--- config.mk ---
export PLATFORM = sky130hd
export DESIGN_NAME = stopwatch_counter
export DESIGN_NICKNAME = d
export VERILOG_FILES = /design/src/rtl/stopwatch_counter.sv
export SDC_FILE = /design/constraint.sdc
export NUM_CORES = 1
export LEC_CHECK = 0
export ABC_AREA = 1
export ABC_CLOCK_PERIOD_IN_PS = 2400
export CORE_ASPECT_RATIO = 1.4
export CORE_MARGIN = 2
export CORE_UTILIZATION = 37
export CTS_CLUSTER_DIAMETER = 120
export DETAILED_ROUTE_END_ITERATION = 8
export PLACE_DENSITY = 0.6
export SYNTH_ARGS = -nofsm -noshare
export SYNTH_HDL_FRONTEND = slang
export SYNTH_SLANG_ARGS = --single-unit
export TNS_END_PERCENT = 50
--- constraint.sdc ---
create_clock -name CLK_50MHz -period 2.4 [get_ports CLK_50MHz]
set_input_delay 0.48 -clock CLK_50MHz [delete_from_list [all_inputs] [get_ports CLK_50MHz]]
set_output_delay 0.48 -clock CLK_50MHz [all_outputs]
set_load 0.05 [all_outputs]
--- src/rtl/stopwatch_counter.sv ---
// stopwatch_counter: MM:SS.cc BCD stopwatch with run/pause/lap control and tick synchronizer
module stopwatch_counter #(
    parameter int SYNC_STAGES = 2
) (
    input  logic       CLK_50MHz,
    input  logic       reset,
    input  logic       tick_100hz,
    input  logic       start_stop,
    input  logic       lap,
    input  logic       clear,
    output logic [3:0] cs0,
    output logic [3:0] cs1,
    output logic [3:0] s0,
    output logic [3:0] s1,
    output logic [3:0] m0,
    output logic [3:0] m1,
    output logic       running,
    output logic       lap_active,
    output logic       overflow
);
    typedef enum logic [1:0] {IDLE, RUN, PAUSE, LAP} state_t;
    localparam logic [5:0][3:0] LIM = {4'd5, 4'd9, 4'd5, 4'd9, 4'd9, 4'd9};
    state_t state, state_nxt;
    logic [SYNC_STAGES-1:0] sync;
    logic hist, tick_pulse, inc, zero, latch;
    logic [5:0][3:0] cnt, cnt_nxt, disp;
    logic [6:0] c;
    assign tick_pulse = sync[SYNC_STAGES-1] & ~hist;
    assign inc = tick_pulse && (state == RUN || state == LAP);
    assign zero = clear && (state == IDLE || state == PAUSE);
    assign latch = state == RUN && !start_stop && lap;
    always_comb begin
        state_nxt = state;
        case (state)
            IDLE:    state_nxt = clear ? IDLE : start_stop ? RUN : IDLE;
            RUN:     state_nxt = start_stop ? PAUSE : lap ? LAP : RUN;
            LAP:     state_nxt = start_stop ? PAUSE : lap ? RUN : LAP;
            default: state_nxt = clear ? IDLE : start_stop ? RUN : PAUSE;
        endcase
    end
    // Ripple carry: a digit advances only when all lower digits are at their limit
    always_comb begin
        cnt_nxt = cnt;
        c = '0;
        c[0] = inc;
        for (int i = 0; i < 6; i++) begin
            c[i+1] = c[i] && cnt[i] == LIM[i];
            cnt_nxt[i] = c[i] ? (c[i+1] ? 4'd0 : cnt[i] + 4'd1) : cnt[i];
        end
    end
    always_ff @(posedge CLK_50MHz) begin
        if (reset) begin
            sync     <= '0;
            hist     <= 1'b0;
            state    <= IDLE;
            cnt      <= '0;
            disp     <= '0;
            overflow <= 1'b0;
        end else begin
            sync     <= {sync[SYNC_STAGES-2:0], tick_100hz};
            hist     <= sync[SYNC_STAGES-1];
            state    <= state_nxt;
            cnt      <= zero ? '0 : cnt_nxt;
            disp     <= latch ? cnt : disp;
            overflow <= zero ? 1'b0 : overflow | c[6];
        end
    end
    assign {m1, m0, s1, s0, cs1, cs0} = state == LAP ? disp : cnt;
    assign running = state == RUN || state == LAP;
    assign lap_active = state == LAP;
endmodule

Yosys cells after proc, flatten, opt, wreduce, memory -nomap -nowiden
Index checks and enable logic that the tools add are counted.
{ "classes": {"addsub": 6, "multipliers": 0, "n_div": 0, "order_cmp": 0, "eq_ne": 9, "n_shift": 0, "n_mux": 16, "bitwise": 3, "reduce_logical": 15} }
{ "ops": {"columns": ["op", "n"], "rows": [
  ["4-bit by 1-bit adder with 4-bit output (second input constant)", 6],
  ["24-bit two-way mux", 1],
  ["4-bit two-way mux", 6],
  ["4-bit == test (second input constant)", 4],
  ["2-bit two-way mux", 6],
  ["1-bit logical AND", 10],
  ["4-bit by 3-bit == test with 1-bit output (second input constant)", 2],
  ["2-bit case mux with 3 select lines", 1],
  ["2-bit == test (second input constant)", 2],
  ["2-bit by 1-bit == test with 1-bit output (second input constant)", 1],
  ["2-bit zero test", 1],
  ["1-bit logical OR", 2],
  ["1-bit two-way mux", 2],
  ["2-bit OR reduction", 1],
  ["1-bit bitwise AND", 1],
  ["1-bit zero test", 1],
  ["1-bit NOT", 1],
  ["1-bit OR", 1]
]} }
{ "totals": {"reg_bits": 54, "latchBits": 0, "ramBits": 0, "rom_bits": 0, "in_bits": 6, "word_cells": 65, "n_memories": 0} }

Depth between registers and ports, before layout
{ "depth": {"ltp_word": 10, "mapped_depth": 9, "mapped_depth_nobuf": 9} }

Least setup slack after synthesis
No wires, ideal clock.
{ "synth_path": {"kind": "reg2out", "from": "register state[0]", "to": "output port cs0[0]", "arrival_ns": 2.309, "required_time_ns": 1.920, "path_slack_ns": -0.389, "path_stages_with_launch": 7, "path_buffers": 3, "path_cell_list": "dfxtp_1 buf_4 nand2_1 inv_1 buf_2 clkbuf_1 o21ai_0"} }
{ "synth_between": {"elab_chain_len": 2} }
{ "synth_lines": {"columns": ["item", "line_no", "source"], "rows": [
  ["from (decl)", "23", "state_t state, state_nxt;"],
  ["from (signal assigned)", "62", "state <= state_nxt;"],
  ["2-bit == test", null, null],
  ["named net lap_active", "18", "output logic lap_active,"],
  ["24-bit two-way mux", "68", "assign {m1, m0, s1, s0, cs1, cs0} = state == LAP ? disp : cnt;"],
  ["to (decl)", "11", "output logic [3:0] cs0,"]
]} }
The timed path passes the listed nets, and every way through them passes these cells.

Worst setup path after layout
{ "layout_path": {"from": "register state[1]", "to": "output port s1[1]"} }
{ "layout_between": {"elab_chain_len": 2} }
{ "layout_lines": {"columns": ["item", "line_no", "source"], "rows": [
  ["2-bit == test", "68", null],
  ["24-bit two-way mux", "68", null],
  ["to (decl)", "14", "output logic [3:0] s1,"]
]} }
No other way between the ends.

==> qor.yml <==
maxCapViolCount: 0
critPathArrivalTime_ns: 1.60
cts_tree: "yes"
portBuffers: 32
finalCritPeriodShare_pct: 86.74
cts_buffer_depth: 2
synth_seq_area_share_pct: 42.21
initial_core_util_pct: 38.48
cts_resized: 0
post_cts_buffers: 0
reg2reg_from: "cnt[1]$_SDFFE_PP0P_"
drt_iter0_markers: 53
vias_per_cell: 4.695
total_power_mw: 1.523
synth_edf_count: 0
stdcell_area_um2: 3353
yosysTopAreaCellShare_pct: 42.21
tns_ns: 0
synthDistinctLibCells: 25
hold_buffers: 0
rsz0062_at_grt: "false"
start_kind: "flop"
layout-drive-gt1-share_pct: 13.53
fmax_mhz: 480.4
clk-insertion-delay-late_ns: 0.31
place.gp.congestion: 0.7667
crit_path_end_kind: "primary output"
htree_levels: 2
peakVddDrop_uv: 209.0
fin_skew_ns: 0.006296
p_per_area_nw_per_um2: 454.3
hold_ws_ns: 0.4138
clkSlewWorstSetupHoldPaths_ns: 0.09
num_rows: 35
crit_chain: "nand2_1, inv_1, buf_4, o21ai_0, buf_12"
synth.top_cells.by_count: "55 x nand2_1, 54 x dfxtp_1, 53 x o21ai_0"
area_growth_pct: 30.92
route.final.wire_length_um: 5392
yosysMostFrequentCell: "nand2_1"
n_antenna_cell: 0
yosys.area.top_type: "dfxtp_1"
critical_path.max_stage_delay_ns: 0.41
grt_pass1_wl_um: 9480
finalHoldViolCount: 0
synth_ff_type: "dfxtp_1"
setup_viol: 0
drc: 0
top_level_ports: 33
syn_inst: 345
overflow: 0
slew_violations: 0
max-slew-margin-rel_pct: 67.31
dieWidth_um: 74.32
synth.area.top_cells: "dfxtp_1 42%, o21ai_0 10%, nand2_1 8.1%"
cp_max_fo: 24
detail-route-antenna-nets: 0
die_area_um2: 7613
postLayoutCoreUtil_pct: 50.38
yosys_register_bits: 54
dp_hpwl_um: 3926
ys_async_sr_fraction_pct: 0
n_fill_cell: 679
synth_area_um2: 2561
crit_slowest_cell: "o21ai_0"
core_um2: 6656
syn_area_per_cell_um2: 7.424
hold_path_class: "reg -> reg"
crit_required_ns: 1.92
wl_per_cell_um: 11.50
worstSetupPathType: "reg -> out"
period_needed_ns: 2.082
grt_max_degree: 49
cts.sinks: 54
antenna_found_initial: 0
min_from: "sync[0]$_SDFF_PP0_"
num_vias: 2202
cts_inserted_buffers: 5
grt_pass1_vias: 2134
dpl_cell_area_um2: 3262
yosys_warnings: 0
power_leakage_nw: 1.317
syn-num-nets: 363
dr.pass1.iters: 4
grt_use_total_pct: 15.81
status: "finished, final reports clean"
die_y_um: 102.4
cts-root-buf: "clkbuf_8"
startpoint: "state[1]$_SDFF_PP0_"
fin_nets: 394
tightestPinTransition_ns: 0.4888
[layer usage]
layer	vias up	global-route usage, %	share of wire [%]
met3	8	2.663	3.4
met4	0	6.868	2.0
met2	40	26.72	50
met5	-	0	0
li1	1176	-	-
met1	978	19.62	45
[layout make-up]
cell class                 count  area, µm²  share of cell area, %
timing repair buffer          38      628.1                  18.73
tap                           92      115.1                  3.433
clock inverter                 1      5.005                 0.1493
inverter                      51      191.4                  5.709
clock buffer                   7      86.33                  2.575
multi-input combinational    226       1246                  37.16
sequential                    54       1081                  32.24
[final timing paths]
path | cells after the start | slack (ns) | end
setup / recovery | 5 | 0.32 | s1[1]
setup reg to reg | 9 | 0.65 | cnt[22]$_SDFFE_PP0N_
hold / removal | 2 | 0.41 | sync[1]$_SDFF_PP0_
hold reg to reg | 2 | 0.41 | sync[1]$_SDFF_PP0_
[report_power, final]
part	internal, mW	total (mW)	switching [mW]
logic	0.0305	0.0829	0.0525
registers	0.912	0.919	0.00736
clock network	0.233	0.522	0.288
[cells in the final DEF (no fill, tap or decap), types with 5 or more instances in the layout]
cell type,instances
a21oi_1,39
buf_12,26
buf_4,5
clkbuf_8,6
clkdlybuf4s50_1,7
dfxtp_1,54
ha_1,12
inv_1,49
nand2_1,55
nand3_1,16
nor2_1,22
nor3_1,7
o21ai_0,45
xor2_1,7
[flip-flops by register name, summed over array words and instances (netlist names)]
signal,count
cnt,24
disp,24
hist,1
overflow,1
state,2
sync,2
[through the flow]
stage	setup WS (ns)	instances
3_5_place_dp	0.5930	461
5_1_grt	0.2100	469
6_report	0.3183	469
3_3_place_gp	0.6174	461
4_1_cts	0.2981	469
2_1_floorplan	-0.09235	345
[critical path: cells and delay by family, from the launching register on]
family | cells | cell delay (ns)
compound gates | 1 | 0.41
buf+inv | 3 | 0.46
simple gates | 1 | 0.11
flops | 1 | 0.32
[cell families after synthesis]
family | synth area share [%]
xor gates and xnor gates | 2.394
DFF | 42.21
buffers and inverters | 9.917
and+or+nand+nor | 20.47
AOI/OAI and AO/OA | 19.15
adders and majority gates | 5.862
(Power assumes the default switching activity.)
